## config.mk

```make
export PLATFORM = sky130hd
export DESIGN_NAME = fetch_unit
export DESIGN_NICKNAME = d
export VERILOG_FILES = /design/src/rtl/cpu32_pkg.sv /design/src/rtl/fetch_buffer.sv /design/src/rtl/fetch_unit.sv
export SDC_FILE = /design/constraint.sdc
export NUM_CORES = 1
export LEC_CHECK = 0
export ABC_AREA = 1
export BUFFER_PORTS_ARGS = -buffer_cell sky130_fd_sc_hd__clkbuf_2
export CAP_MARGIN = 20
export CORE_MARGIN = 1.5
export CORE_UTILIZATION = 57
export CTS_CLUSTER_SIZE = 30
export DETAILED_ROUTE_END_ITERATION = 8
export GPL_ROUTABILITY_DRIVEN = 0
export PLACE_DENSITY_LB_ADDON = 0.15
export SLEW_MARGIN = 20
export SYNTH_ARGS = -nofsm -noshare
export SYNTH_HDL_FRONTEND = slang
export SYNTH_SLANG_ARGS = --single-unit
```

## constraint.sdc

```tcl
create_clock -name clk -period 2.2 [get_ports clk]
set_input_delay 0.22 -clock clk [delete_from_list [all_inputs] [get_ports clk]]
set_output_delay 0.22 -clock clk [all_outputs]
set_load 0.005 [all_outputs]
```

## src/rtl/cpu32_pkg.sv

```systemverilog
// Shared types and constants for the 32-bit fetch front end.
package cpu32_pkg;

    localparam int unsigned XLEN        = 32;
    localparam int unsigned FETCH_DEPTH = 2;
    localparam int unsigned FETCH_CNT_W = 2;
    localparam int unsigned FETCH_PTR_W = 1;

    localparam logic [XLEN-1:0] RESET_PC_DEFAULT = 32'h0000_0000;
    localparam logic [XLEN-1:0] INST_BYTES       = 32'd4;

    typedef enum logic {
        ST_IDLE = 1'b0,
        ST_WAIT = 1'b1
    } fetch_state_e;

    typedef struct packed {
        logic [XLEN-1:0] pc;
        logic [XLEN-1:0] inst;
    } fetch_entry_t;

endpackage

```

## src/rtl/fetch_buffer.sv

```systemverilog
// Two-entry instruction FIFO between the fetch port and the decoder.
module fetch_buffer
    import cpu32_pkg::*;
(
    input  logic                   clk,
    input  logic                   rst_n,
    input  logic                   push,
    input  fetch_entry_t           push_data,
    input  logic                   pop,
    input  logic                   flush,
    output logic [FETCH_CNT_W-1:0] count,
    output fetch_entry_t           head
);

    fetch_entry_t           mem_q [FETCH_DEPTH];
    logic [FETCH_PTR_W-1:0] wr_ptr_q;
    logic [FETCH_PTR_W-1:0] rd_ptr_q;
    logic [FETCH_CNT_W-1:0] count_q;
    logic                   do_push;
    logic                   do_pop;

    // Flush wins over everything; a push into a full buffer is only taken alongside a pop.
    always_comb begin
        do_pop  = pop && !flush && (count_q != '0);
        do_push = push && !flush &&
                  ((count_q != FETCH_CNT_W'(FETCH_DEPTH)) || do_pop);
    end

    // Storage, pointers and occupancy.
    always_ff @(posedge clk or negedge rst_n) begin
        if (!rst_n) begin
            for (int unsigned i = 0; i < FETCH_DEPTH; i++) begin
                mem_q[i] <= '0;
            end
            wr_ptr_q <= '0;
            rd_ptr_q <= '0;
            count_q  <= '0;
        end else if (flush) begin
            wr_ptr_q <= '0;
            rd_ptr_q <= '0;
            count_q  <= '0;
        end else begin
            if (do_push) begin
                mem_q[wr_ptr_q] <= push_data;
                wr_ptr_q        <= wr_ptr_q + FETCH_PTR_W'(1);
            end
            if (do_pop) begin
                rd_ptr_q <= rd_ptr_q + FETCH_PTR_W'(1);
            end
            count_q <= count_q + FETCH_CNT_W'(do_push) - FETCH_CNT_W'(do_pop);
        end
    end

    assign count = count_q;
    assign head  = mem_q[rd_ptr_q];

endmodule

```

## src/rtl/fetch_unit.sv

```systemverilog
// Instruction fetch: one outstanding memory read, two-entry buffer, redirect/squash.
// Optional build macro FETCH_ALIGN_CHECK_EN: misaligned redirect raises a sticky
// fault that blocks fetching; without it the redirect target is word-aligned and fault is 0.
module fetch_unit
    import cpu32_pkg::*;
#(
    parameter logic [XLEN-1:0] RESET_PC = RESET_PC_DEFAULT
) (
    input  logic            clk,
    input  logic            rst_n,
    output logic            imem_req,
    output logic [XLEN-1:0] imem_addr,
    input  logic            imem_ack,
    input  logic [XLEN-1:0] imem_rdata,
    input  logic            redirect_valid,
    input  logic [XLEN-1:0] redirect_pc,
    output logic            inst_valid,
    input  logic            inst_ready,
    output logic [XLEN-1:0] inst,
    output logic [XLEN-1:0] inst_pc,
    output logic            fault
);

    fetch_state_e           state_q, state_d;
    logic [XLEN-1:0]        pc_q, pc_d;
    logic [XLEN-1:0]        addr_q, addr_d;
    logic                   squash_q, squash_d;
    logic                   fault_q, fault_d;
    logic [XLEN-1:0]        target;
    logic                   bad_target;
    logic                   ack_seen;
    logic                   buf_push, buf_pop, buf_flush;
    logic [FETCH_CNT_W-1:0] buf_count;
    logic [FETCH_CNT_W-1:0] count_after;
    fetch_entry_t           buf_head;
    fetch_entry_t           push_entry;

`ifdef FETCH_ALIGN_CHECK_EN
    assign target     = redirect_pc;
    assign bad_target = (redirect_pc[1:0] != 2'b00);
    assign fault      = fault_q;
`else
    assign target     = redirect_pc & ~XLEN'(3);
    assign bad_target = 1'b0;
    assign fault      = 1'b0;
`endif

    // State register for FSM, PC, request address and flags.
    always_ff @(posedge clk or negedge rst_n) begin
        if (!rst_n) begin
            state_q  <= ST_IDLE;
            pc_q     <= RESET_PC;
            addr_q   <= '0;
            squash_q <= 1'b0;
            fault_q  <= 1'b0;
        end else begin
            state_q  <= state_d;
            pc_q     <= pc_d;
            addr_q   <= addr_d;
            squash_q <= squash_d;
            fault_q  <= fault_d;
        end
    end

    // Next state: redirect first, then ack/push, then issue. A request that completes
    // this cycle frees the port, so the next one is issued on the same edge.
    always_comb begin
        state_d     = state_q;
        pc_d        = pc_q;
        addr_d      = addr_q;
        squash_d    = squash_q;
        fault_d     = fault_q;
        buf_push    = 1'b0;
        buf_pop     = 1'b0;
        buf_flush   = 1'b0;
        ack_seen    = (state_q == ST_WAIT) && imem_ack;
        count_after = buf_count;

        if (redirect_valid) begin
            buf_flush = 1'b1;
            fault_d   = bad_target;
            pc_d      = target;
            squash_d  = (state_q == ST_WAIT) && !imem_ack;
            if ((state_q == ST_WAIT) && !imem_ack) begin
                state_d = ST_WAIT;
            end else if (!bad_target) begin
                state_d = ST_WAIT;
                addr_d  = target;
                pc_d    = target + INST_BYTES;
            end else begin
                state_d = ST_IDLE;
            end
        end else begin
            buf_pop = inst_valid && inst_ready;
            if (ack_seen) begin
                buf_push = !squash_q;
                squash_d = 1'b0;
                state_d  = ST_IDLE;
            end
            count_after = buf_count + FETCH_CNT_W'(buf_push) - FETCH_CNT_W'(buf_pop);
            if (((state_q == ST_IDLE) || ack_seen) && !fault_q &&
                (count_after < FETCH_CNT_W'(FETCH_DEPTH))) begin
                state_d = ST_WAIT;
                addr_d  = pc_q;
                pc_d    = pc_q + INST_BYTES;
            end
        end
    end

    assign push_entry = {addr_q, imem_rdata};

    fetch_buffer u_buf (
        .clk       (clk),
        .rst_n     (rst_n),
        .push      (buf_push),
        .push_data (push_entry),
        .pop       (buf_pop),
        .flush     (buf_flush),
        .count     (buf_count),
        .head      (buf_head)
    );

    assign imem_req   = (state_q == ST_WAIT);
    assign imem_addr  = addr_q;
    assign inst_valid = (buf_count != '0);
    assign inst       = buf_head.inst;
    assign inst_pc    = buf_head.pc;

endmodule

```

After elaboration in Yosys (flattened, before gate mapping)
Cells that the tools add are included.
- add/subtract/negate cells: 8
- magnitude comparators: 4
- eq/ne operators: 2
- muxes and demuxes: 26
- bitwise gates (word level): 4
- reductions and logical operators: 22
- operators with widths (cell ; count):
    two-way mux 64 bit ; 4
    two-way mux 32 bit ; 6
    bitwise mux 128 bit ; 1
    adder 32 x 3 -> 32 bit (second input constant) ; 2
    demux 64 bit (select 1 bit) ; 1
    two-way mux 1 bit ; 13
    nonzero test 2 bit ; 5
    logical AND 1 bit ; 9
    adder 2 x 1 -> 2 bit ; 2
    greater-or-equal comparator 2 bit (second input constant) ; 2
    != test 2 bit (second input constant) ; 2
    inverter 1 -> 2 bit ; 2
    AND reduction 2 bit ; 2
    subtractor 2 x 1 -> 2 bit ; 2
    zero test 1 bit ; 3
    nonzero test 3 bit ; 1
    adder 1 bit (second input constant) ; 2
    logical OR 1 bit ; 2
    < comparator 2 x 1 -> 1 bit (second input constant) ; 1
    < comparator 2 bit (second input constant) ; 1
    two-way mux 2 bit ; 1
    inverter 1 bit ; 2
- bits in registers: 198
- output and inout bits: 99
- word-level logic and storage cells: 77

Longest topological paths before layout
Gate-level depths: netlist (run 1).
- depth after elaboration: 10
- gate-level depth with buffers: 13
- mapped depth without buffers: 12

Cells and area by module
A second synthesis (run 1) with hierarchy kept.
- cell total of the unflattened synthesis: 1538
- area total of the unflattened synthesis: 11131.9 µm²
- modules (own cells, without submodules) (module ; times used ; cells each ; area each (µm²) ; sequential area each (µm²)):
    fetch_buffer ; 1 ; 808 ; 6294.8 ; 3303.2
    fetch_unit ; 1 ; 730 ; 4837.1 ; 1576.5

Least setup slack after synthesis (run 1)
No wires, ideal clock.
- path type: register -> register
- start: register u_buf.count_q[1] (netlist: u_buf.count[1])
- end: register addr_q[10] (netlist: imem_addr[10])
- setup time: 0.130 ns
- arrival time: 1.879 ns
- slack: 0.191 ns
- cell stages (with the launch flop): 14
- buffers on the path: 1
- cell sequence: dfrtp_1 -> or2_4 -> nand2_4 -> inv_1 -> ha_1 -> xnor2_1 -> inv_1 -> nand2_1 -> nand3_2 -> nand2_2 -> nand2_2 -> buf_2 -> nand2_1 -> o21ai_0
- cells in the longest elaborated chain, start to end: 7
- ends and longest elaborated chain (element ; RTL line ; RTL):
    start, declared ; fetch_buffer.sv:18 ; logic [FETCH_CNT_W-1:0] count_q;
    start signal, assigned ; fetch_buffer.sv:50 ; count_q <= count_q + FETCH_CNT_W'(do_push) - FETCH_CNT_W'(do_pop);
    nonzero test 2 bit ; fetch_unit.sv:125 ; assign inst_valid = (buf_count != '0);
    named net inst_valid ; fetch_unit.sv:17 ; output logic inst_valid,
    logical AND 1 bit ; fetch_unit.sv:94 ; buf_pop = inst_valid && inst_ready;
    subtractor 2 x 1 -> 2 bit ; fetch_unit.sv:100 ; count_after = buf_count + FETCH_CNT_W'(buf_push) - FETCH_CNT_W'(buf_pop);
    < comparator 2 bit ; fetch_unit.sv:102 ; (count_after < FETCH_CNT_W'(FETCH_DEPTH))) begin
    logical AND 1 bit ; fetch_unit.sv:101 ; if (((state_q == ST_IDLE) || ack_seen) && !fault_q &&
    nonzero test 2 bit (no line) ; -- ;
    AND reduction 2 bit (no line) ; -- ;
    end signal, assigned ; fetch_unit.sv:59 ; addr_q <= addr_d;
    end, declared ; fetch_unit.sv:26 ; logic [XLEN-1:0] addr_q, addr_d;
The timed path passes the listed nets, and every way through them passes these cells.
A chain may end at the register's enable or synchronous reset.

Worst setup path in the final report (run 1)
- start: register u_buf.count_q[0] (netlist: u_buf.count[0])
- end: register addr_q[21] (netlist: imem_addr[21])
- cells in the longest elaborated chain, start to end: 7
- ends and longest elaborated chain (element ; RTL line):
    parallel branches: the longest is 2 deep, another holds adder 2 x 1 -> 2 bit ; --
    subtractor 2 x 1 -> 2 bit (*) ; fetch_unit.sv:100
    < comparator 2 bit (*) ; fetch_unit.sv:102
    logical AND 1 bit (*) ; fetch_unit.sv:101
    nonzero test 2 bit (no line) (*) ; --
    AND reduction 2 bit (no line) (*) ; --
Every way passes the cells marked *.

==> metrics.txt, run 1 <==
combinational family with the most area after synthesis simple AND/OR/NAND/NOR gates; hold worst-path end u_buf.mem_q[94]$_DFFE_PN0P_; vias per inst 5.31; largest net degree at the start of global routing 75; wire length after detailed routing 27200 um; number of iterations in the first detailed-routing pass 5; number of sinks on the clock net 193; required time of the critical path 2.49 ns; setup slack of the most critical reg-to-reg path 0.11 ns; Lkg Pwr 0.00632 uW; Post-Synth XOR/XNOR Area 1.11%; RSZ-0062 raised after global routing yes; Boundary Pins 168; Sequential cell area 4830 um2; Setup Crit Path Kind flip-flop to flip-flop; worst path setup slack after routing 0.109 ns; outcome complete, no violations; VDD IR max 0.658 mV; critical path launch point type flip-flop; Layout fillers 1556; final count of pins violating max slew 0; multiplexer share of the synthesized area 0.684%; count of routing violations after the opening detailed-route iteration 791; Hold Path Depth 3; synthesized netlist cell count 1428; register area share after synthesis 47.2%; initial cell density of the core 58.8%; number of vias in the routed layout 9619; post-synthesis compound-gate area fraction 11.6%; Avg Synthesized Cell Area 7.17 um2; multi-input combinational cell area 4650 um2; CTS Root Cell clkbuf_16; actual slew at the worst max-slew pin 0.725 ns; reg2reg end imem_addr[21]$_DFFE_PN0P_; Site Rows 48; Core ar. 17400 um2; setup slack at placement 0.0921 ns; chip height 137 um; final critical-path required period 2.09 ns; final number of hold-violating endpoints 0; number of nets in the synthesized netlist 1502; TritonCTS clock tree done; Power, Total 13300 uW; width of the chip 137 um; gr ovfl total 0; cell area after synthesis 10200 um2; number of setup violations in the final report 0; adder and majority gate portion of the synthesized area 0.611%; Final Cycle Share 95.1%; depth of the CTS H-tree 4; routed length on met2 12700 um; DR top layer met4; minimum hold slack 0.0378 ns; endpoint class of the critical path flip-flop; Fin Clk Skew 0.0115 ns; detailed placement HPWL 19300 um; Max-Slew Margin vs Limit 51.7%; first-pass GRT wire length 43200 um; register clock-pin slew on the reported worst setup and hold paths 0.07 ns; GR Util All Layers 29.4%; crit path max fanout 30; buffers inserted by post-CTS timing repair 0; number of global-route vias before repair 8723; PD cells 1110 nW/um2; Clk Latency, worst-skew pair 0.43 ns; count of unresolved DRC violations after routing 0; IO buf count 164; largest stage delay on the critical path 0.38 ns; Die Outline Area 18800 um2; Post-Synth Simple-Gate Area 31.1%; slowest stage cell on the critical path dfrtp_1; worst hold path class input port to flip-flop; DR WL met3 1730 um; highest-count cells in the layout ignoring fill and taps 585 x nand2_1, 192 x dfrtp_1, 163 x clkbuf_2; Max Root-Sink Buffers 2; CTS Buf Count 17; hold path startpoint imem_rdata[30]; Async S/R FF share, synth 100%; R2R Path Start u_buf.count[0]$_DFF_PN0_; Diodes inserted 0; yosys synthesis warning count 0; net count reported at finish 1648; routed metal-1 wire length 12000 um; Synth Register Bits 193; Worst Path Arrival 2.38 ns; worst reg2reg path depth 13; share of final-layout standard cells stronger than drive strength 1 15.6%; number of enable-type register cells in the synthesized netlist 0; critical path, cell by cell or2_4, nand2_4, inv_1, ha_1, xnor2_2, inv_1, nand2_2, nand3_2, nand2_4, nand2_2, clkbuf_16, nand2_1, o21ai_0; area added between synthesis and finish 17.3%; Final ANT Viol Nets 0; max-cap viol count 0; leading cell type in the layout, fill and taps excluded nand2_1; Synth Flop Type dfrtp_1; number of antenna violations at the first check in global routing 1; maximum clock frequency 478 MHz; wire length per cell 15.0 um; synth unique cells 37
final cells by class:
cell class / count / area share, %
clock inverters: 14 / 1.47
clock buffers: 18 / 3.65
flip-flops and latches: 193 / 40.2
well taps: 225 / 2.34
multi-input cells: 1050 / 38.7
repair buffers: 194 / 9.98
inverters: 118 / 3.69
synth_stat cells (2+ instances only):
cell type / count / area, um2
nand2_2: 3 / 18.8
buf_6: 6 / 67.6
a31oi_1: 3 / 18.8
o21ai_0: 160 / 801
clkbuf_1: 27 / 101
o21ai_1: 27 / 135
buf_4: 7 / 52.6
buf_2: 16 / 80.1
o21bai_1: 4 / 30.0
nand4_1: 7 / 43.8
dfrtp_1: 193 / 4830
o211ai_1: 9 / 67.6
xnor2_1: 4 / 35.0
nand3_1: 62 / 310
clkbuf_2: 2 / 10.0
a21oi_1: 19 / 95.1
mux2i_1: 7 / 70.1
nand2_1: 586 / 2200
or2_2: 4 / 25.0
buf_1: 9 / 33.8
o21ai_2: 4 / 35.0
inv_1: 117 / 439
nand3b_1: 9 / 67.6
nor2_1: 110 / 413
xor2_1: 9 / 78.8
and2_1: 2 / 12.5
ha_1: 5 / 62.6
nor3_1: 8 / 40.0
registers in the layout, summed over array words and instances (netlist names):
name	count
squash_q	1
u_buf.rd_ptr_q	1
pc_q	30
u_buf.count	2
imem_req	1
imem_addr	31
u_buf.wr_ptr_q	1
u_buf.mem_q	126
critical path, delay by kind of cell, from the launching register on:
| kind | cells | cell delay, ns |
|---|---|---|
| buffers and inverters | 3 | 0.33 |
| AOI/OAI and AO/OA | 1 | 0.07 |
| and+or+nand+nor | 7 | 0.78 |
| adders and majority gates | 1 | 0.21 |
| DFF | 1 | 0.38 |
| xor gates and xnor gates | 1 | 0.18 |
metal layers:
metal	global-route usage [%]	vias to the layer above
li1	-	4789
met1	41.0	4432
met2	47.2	340
met3	4.85	58
met4	9.12	0
met5	0	-
timing repair:
item,CTS,global route
endpoints found under the setup margin,0,51
endpoints found under the hold margin,59,0
resized for setup,0,3
hold buffers,1,0
cells by family (layout without fill, tap and decap cells):
group | count (synthesis) | in the layout
compound gates | 227 | 227
flops | 193 | 193
simple gates | 797 | 797
fa+ha+maj | 5 | 5
xor+xnor | 13 | 13
mux | 7 | 7
other cells | 1 | 1
buf+inv | 185 | 344
metrics by stage:
stage / instances / setup TNS, ns / cell area [um2] / utilization, %
after CTS: 1811 / 0 / 12000 / 68.8
final: 1812 / 0 / 12000 / 69.0
after detailed placement: 1778 / 0 / 11400 / 65.2
after global placement: 1778 / 0 / 11400 / 65.2
after global routing: 1812 / -0.624 / 12000 / 69.0
after floorplan: 1428 / 0 / 10200 / -
report_power, final:
| group | internal (uW) | switching [uW] |
|---|---|---|
| logic | 1750 | 2480 |
| clock network | 1840 | 1380 |
| registers | 4920 | 939 |
how the worst max path moves through the flow:
stage / cells past startpoint / start / slack [ns] / to
floorplan: 13 / u_buf.count[1]$_DFF_PN0_ / 0.19 / imem_addr[10]$_DFFE_PN0P_
global placement: 13 / u_buf.count[0]$_DFF_PN0_ / 0.19 / imem_addr[17]$_DFFE_PN0P_
detailed placement: 13 / u_buf.count[0]$_DFF_PN0_ / 0.09 / imem_addr[30]$_DFFE_PN0P_
CTS: 13 / u_buf.count[0]$_DFF_PN0_ / 0.07 / imem_addr[12]$_DFFE_PN0P_
global route: 13 / u_buf.count[0]$_DFF_PN0_ / -0.04 / imem_addr[21]$_DFFE_PN0P_
finish: 13 / u_buf.count[0]$_DFF_PN0_ / 0.11 / imem_addr[21]$_DFFE_PN0P_
(Power assumes the default switching activity.)
==> inputs of run 2 (changes only) <==
- CORE_MARGIN: 1.5 -> 5
==> run 2 against run 1 <==
Core utilization down 1.5 points. Non-clock buffer count up 2. Critical path depth unchanged. Combinational power up 0.9%. Sequential power about the same. Maximum frequency down 0.41%. Clock-buffer cell count down 1. Design area up 0.22%. Via count up 0.61%. Register-to-register slack about the same. Clock power down 3%. Critical endpoint is now imem_addr[12]$_DFFE_PN0P_. Largest cell class unchanged. Highest routed layer unchanged.
==> metrics.txt, run 2 (synthesis results as in run 1) <==
met2 track demand over resource 42.6%; Final Cycle Share 95.5%; CTS Root Cell clkbuf_16; depth of the CTS H-tree 4; worst path setup slack after routing 0.100 ns; share of final-layout standard cells stronger than drive strength 1 15.8%; register clock-pin slew on the reported worst setup and hold paths 0.07 ns; Site Rows 49; Boundary Pins 168; Power, Total 13300 uW; endpoint class of the critical path flip-flop; P_sw 4870 uW; area added between synthesis and finish 17.6%; finished layout cell area 12000 um2; CTS Buf Count 17; sequential fraction of design power 44.3%; multi-input combinational cell area 4670 um2; Lkg Pwr 0.00633 uW; critical path launch point type flip-flop; IO buf count 164; hold path startpoint imem_rdata[6]; number of setup violations in the final report 0; highest-count cells in the layout ignoring fill and taps 585 x nand2_1, 192 x dfrtp_1, 163 x clkbuf_2; maximum clock frequency 476 MHz; Setup Crit Path Kind flip-flop to flip-flop; Die Outline Area 20800 um2; first-pass GRT wire length 43600 um; Worst Path Arrival 2.39 ns; outcome complete, no violations; proportion of total power due to net switching 36.6%; number of vias in the routed layout 9678; largest net degree at the start of global routing 75; Layout fillers 1588; vias per inst 5.32; worst hold path class input port to flip-flop; Max Root-Sink Buffers 2; gr ovfl total 0; PD cells 1100 nW/um2; wire length per cell 15.3 um; Final ANT Viol Nets 0; GR Layer Usage met3 4.17%; crit path max fanout 30; max reg flops 126; wire length after detailed routing 27900 um; Internal 8420 uW; final critical-path required period 2.10 ns; setup slack at placement 0.0915 ns; initial cell density of the core 57.4%; fraction of power consumed by the clock network 23.6%; final count of pins violating max slew 0; TritonCTS clock tree done; number of global-route vias before repair 8691; max-cap viol count 0; Most flops, register u_buf.mem_q; width of the chip 144 um; count of unresolved DRC violations after routing 0; number of antenna violations at the first check in global routing 0; Sequential cell area 4830 um2; total placed instance area 11400 um2; actual slew at the worst max-slew pin 0.718 ns; final number of hold-violating endpoints 0; required time of the critical path 2.49 ns; Hold Path Depth 3; setup slack of the most critical reg-to-reg path 0.10 ns; chip height 144 um; reg2reg end imem_addr[12]$_DFFE_PN0P_; buffers inserted by post-CTS timing repair 0; Core ar. 17800 um2; hold worst-path end u_buf.mem_q[70]$_DFFE_PN0P_; number of iterations in the first detailed-routing pass 5; leading cell type in the layout, fill and taps excluded nand2_1; worst reg2reg path depth 13; Finished Core Util 67.5%; Diodes inserted 0; VDD IR max 0.618 mV; Max-Slew Margin vs Limit 52.1%; number of sinks on the clock net 193; busiest layer in global routing met2; net count reported at finish 1650; Fin Clk Skew 0.0114 ns; relative contribution of combinational cells to total power 32.1%; total negative slack for setup checks 0 ns; met1 Usage GRT 37.4%; Clk Latency, worst-skew pair 0.43 ns; detailed placement HPWL 19700 um; GR Util All Layers 26.6%; R2R Path Start u_buf.count[0]$_DFF_PN0_; count of routing violations after the opening detailed-route iteration 887
==> run 2: changes by cell type in the layout (fill, tap and decap cells not counted), sizes merged <==
cell / delta
buf: +1
inv: +3
clkinvlp: -1
bufinv: -1
==> run 2: cell type report <==
class	count	share of cell area, %
clock buffer	17	3.53
timing repair buffer	196	10.1
sequential	193	40.1
multi-input combinational	1050	38.7
tap	229	2.38
inverter	118	3.68
clock inverter	15	1.42
==> run 2: worst max-delay path by stage <==
stage / from / endpoint / cells past startpoint
finish: u_buf.count[0]$_DFF_PN0_ / imem_addr[12]$_DFFE_PN0P_ / 13
global route: u_buf.count[0]$_DFF_PN0_ / imem_addr[12]$_DFFE_PN0P_ / 12
CTS: u_buf.count[0]$_DFF_PN0_ / imem_addr[23]$_DFFE_PN0P_ / 13
detailed placement: u_buf.count[0]$_DFF_PN0_ / imem_addr[18]$_DFFE_PN0P_ / 13
global placement: u_buf.count[0]$_DFF_PN0_ / imem_addr[19]$_DFFE_PN0P_ / 13
floorplan: u_buf.count[1]$_DFF_PN0_ / imem_addr[10]$_DFFE_PN0P_ / 13
==> run 2: through the flow <==
stage / cells / hold slack [ns]
floorplan: 1428 / -0.0756
global placement: 1783 / 0.260
detailed placement: 1783 / 0.258
CTS: 1816 / 0.0184
global route: 1818 / 0.0187
finish: 1818 / 0.0357
==> run 2: repair_timing <==
item                                   CTS  global route
setup endpoints to repair                0            51
resized for setup                        0             8
hold buffers                             1             0
endpoints found under the hold margin   63             0
==> run 2: critical path, stage by stage (launching register included) <==
cell	delay, ns
dfrtp_1	0.38
or2_4	0.27
nand2_4	0.08
inv_1	0.05
ha_2	0.25
inv_1	0.09
nand2_1	0.07
nand2_2	0.11
nand3_4	0.10
nand2_4	0.12
nand2_4	0.10
clkbuf_16	0.21
nand2_1	0.06
o21ai_0	0.08
==> run 2: power by group through the flow <==
stage	logic [uW]	registers [uW]	clock network, uW
floorplan	2540	5670	0
global placement	4090	5850	0
detailed placement	4200	5910	0
CTS	4230	5860	3200
global route	4910	6060	3340
finish	4270	5880	3130
==> run 2: layer usage <==
| metal | part of all wire, % | wire [um] |
|---|---|---|
| met1 | 44 | 12200 |
| met2 | 48 | 13300 |
| met3 | 6.3 | 1770 |
| met4 | 2.4 | 680 |
| met5 | 0 | 0 |
==> inputs of run 3 (changes only) <==
- CORE_UTILIZATION: 57 -> 58
- SYNTH_HIERARCHICAL: unset -> 1
==> run 3 against run 2 <==
Wire length grew 16%. Setup slack improved by 0.0027 ns. Register-to-register slack about the same. Core utilization up 1.6 points. Maximum frequency grew 0.13%. Die area is 6.3% higher. Critical path type unchanged. Critical endpoint is now imem_addr[19]$_DFFE_PN0P_.
==> metrics.txt, run 3 <==
yosys synthesis warning count 6; CTS Root Cell clkbuf_16; number of antenna violations at the first check in global routing 0; detailed placement HPWL 21800 um; GR Util All Layers 28.7%; required time of the critical path 2.51 ns; relative contribution of combinational cells to total power 23.2%; met1 Usage GRT 40.0%; Internal 7600 uW; Diodes inserted 0; leading post-synthesis cells by instance count 704 x nand2_1, 195 x dfrtp_1, 138 x nand4_1; depth of the CTS H-tree 4; number of sinks on the clock net 195; final count of pins violating max slew 0; highest-count cells in the layout ignoring fill and taps 701 x nand2_1, 193 x dfrtp_1, 164 x clkbuf_2; area share of the largest cell type after synthesis 43.8%; count of routing violations after the opening detailed-route iteration 872; synthesized netlist cell count 1538; fraction of power consumed by the clock network 32.3%; maximum clock frequency 477 MHz; sequential fraction of design power 44.5%; wire length after detailed routing 32500 um; vias per inst 5.60; Avg Synthesized Cell Area 7.24 um2; minimum hold slack 0.0416 ns; VDD IR max 0.539 mV; outcome complete, no violations; Synth Register Bits 195; area added between synthesis and finish 17.0%; Boundary Pins 168; gr ovfl total 0; Clk Latency, worst-skew pair 0.43 ns; initial cell density of the core 59.1%; IO buf count 164; proportion of total power due to net switching 31.6%; Power, Total 11100 uW; multi-input combinational cell area 5490 um2; worst hold path class input port to flip-flop; leading cell type in the layout, fill and taps excluded nand2_1; cell area after synthesis 11100 um2; Worst Path Arrival 2.41 ns; Max Root-Sink Buffers 2; count of unresolved DRC violations after routing 0; register area share after synthesis 43.8%; Final ANT Viol Nets 0; max-cap viol count 0; CTS Buf Count 17; Most flops, register u_buf/mem_q; number of iterations in the first detailed-routing pass 5; actual slew at the worst max-slew pin 0.687 ns; Layout fillers 1584; Site Rows 50; finished layout cell area 13000 um2; Async S/R FF share, synth 100%; total negative slack for setup checks 0 ns; GR Layer Usage met3 3.78%; Final Cycle Share 95.3%; PD cells 853 nW/um2; first-pass GRT wire length 51400 um; final number of hold-violating endpoints 0; number of global-route vias before repair 10042; max reg flops 128; Die Outline Area 22100 um2; width of the chip 149 um; synth unique cells 47; Sequential cell area 4880 um2; met2 track demand over resource 45.8%; Synth Flop Type dfrtp_1; Core ar. 18800 um2; dominant cells by area after synthesis dfrtp_1 44%, nand2_1 24%, nand4_1 7.8%, nor2_1 3.0%, nand3_1 2.8%; most frequent cell after synthesis nand2_1; wire length per cell 16.7 um; share of final-layout standard cells stronger than drive strength 1 19.0%; register clock-pin slew on the reported worst setup and hold paths 0.07 ns; Fin Clk Skew 0.0124 ns; busiest layer in global routing met2; total placed instance area 12200 um2; critical path launch point type flip-flop; number of enable-type register cells in the synthesized netlist 0; net count reported at finish 1745; final critical-path required period 2.10 ns; number of setup violations in the final report 0; crit path max fanout 7; Setup Crit Path Kind flip-flop to flip-flop; P_sw 3510 uW; chip height 149 um; TritonCTS clock tree done; endpoint class of the critical path flip-flop; largest net degree at the start of global routing 73; library cell with the largest summed area after synthesis dfrtp_1; Lkg Pwr 0.00684 uW; Max-Slew Margin vs Limit 54.2%; number of vias in the routed layout 10874; number of nets in the synthesized netlist 1612
run 3: path summary, 6_finish.rpt:
check / startpoint / depth (start not counted) / to / slack (ns)
worst max-delay path: u_buf/count[0]$_DFF_PN0_ / 16 / imem_addr[19]$_DFFE_PN0P_ / 0.10
max in group asynchronous: rst_n / 3 / imem_addr[21]$_DFFE_PN0P_ / 1.10
worst min register to register: u_buf/mem_q[70]$_DFFE_PN0P_ / 2 / u_buf/mem_q[70]$_DFFE_PN0P_ / 0.47
min in group asynchronous: rst_n / 2 / u_buf/mem_q[87]$_DFFE_PN0P_ / 0.36
worst min-delay path: imem_rdata[18] / 3 / u_buf/mem_q[82]$_DFFE_PN0P_ / 0.04
worst max register to register: u_buf/count[0]$_DFF_PN0_ / 16 / imem_addr[19]$_DFFE_PN0P_ / 0.10
run 3: final cells by class:
type,instances,share of cell area (%)
sequential,195,37.5
tap,260,2.50
timing repair buffer,211,10.5
multi-input combinational,1175,42.2
inverter,71,2.09
clock buffer,20,3.51
clock inverter,11,1.72
run 3: critical path, cell delays in order (launching register included):
cell	delay, ns
dfrtp_1	0.38
inv_1	0.05
nand2_1	0.07
nand2_1	0.08
inv_1	0.05
ha_2	0.27
inv_1	0.08
nand2_2	0.08
nand3_2	0.08
nand2_2	0.06
nor2_4	0.14
inv_4	0.06
nand2_8	0.10
nand2_8	0.12
clkbuf_16	0.19
nand2_1	0.08
o21ai_2	0.07
run 3: routing by layer:
layer,wire (um),vias up
li1,-,5276
met4,1130,0
met2,15500,481
met1,13800,5039
met3,2110,78
met5,0,-
run 3: cell families (layout without fill, tap and decap cells):
logic type                 count (synthesis)  count (layout)  share of synthesized area, %
AOI/OAI and AO/OA                        112             112                          6.64
xor gates and xnor gates                   7               7                         0.551
adders and majority gates                  5               5                         0.562
buffers and inverters                    168             313                          7.18
DFF                                      195             195                          43.8
muxes                                      5               5                         0.450
other                                      1               1                        0.0337
and+or+nand+nor                         1045            1045                          40.7
run 3: timing repair:
item / CTS / global route
setup endpoints to repair: 3 / 36
pin swaps: 0 / 4
gates resized for setup: 1 / 11
hold endpoints to repair: 67 / 0
cloned: 0 / 5
buffers inserted: 1 / 4
hold buffers: 1 / 0
run 3: metrics by stage:
step / setup WS (ns) / instances / utilization, %
2_1_floorplan: 0.103 / 1538 / -
3_3_place_gp: 0.135 / 1901 / 64.5
3_5_place_dp: 0.0673 / 1901 / 64.5
4_1_cts: 0.0722 / 1934 / 68.3
5_1_grt: -0.0559 / 1943 / 69.1
6_report: 0.103 / 1943 / 69.1
run 3: power by group through the flow:
stage | logic (uW) | clock network [uW] | registers [uW]
floorplan | 1510 | 0 | 4830
global route | 2920 | 3770 | 5040
detailed placement | 2490 | 0 | 4980
global placement | 2430 | 0 | 4950
CTS | 2520 | 3620 | 4920
finish | 2580 | 3590 | 4940
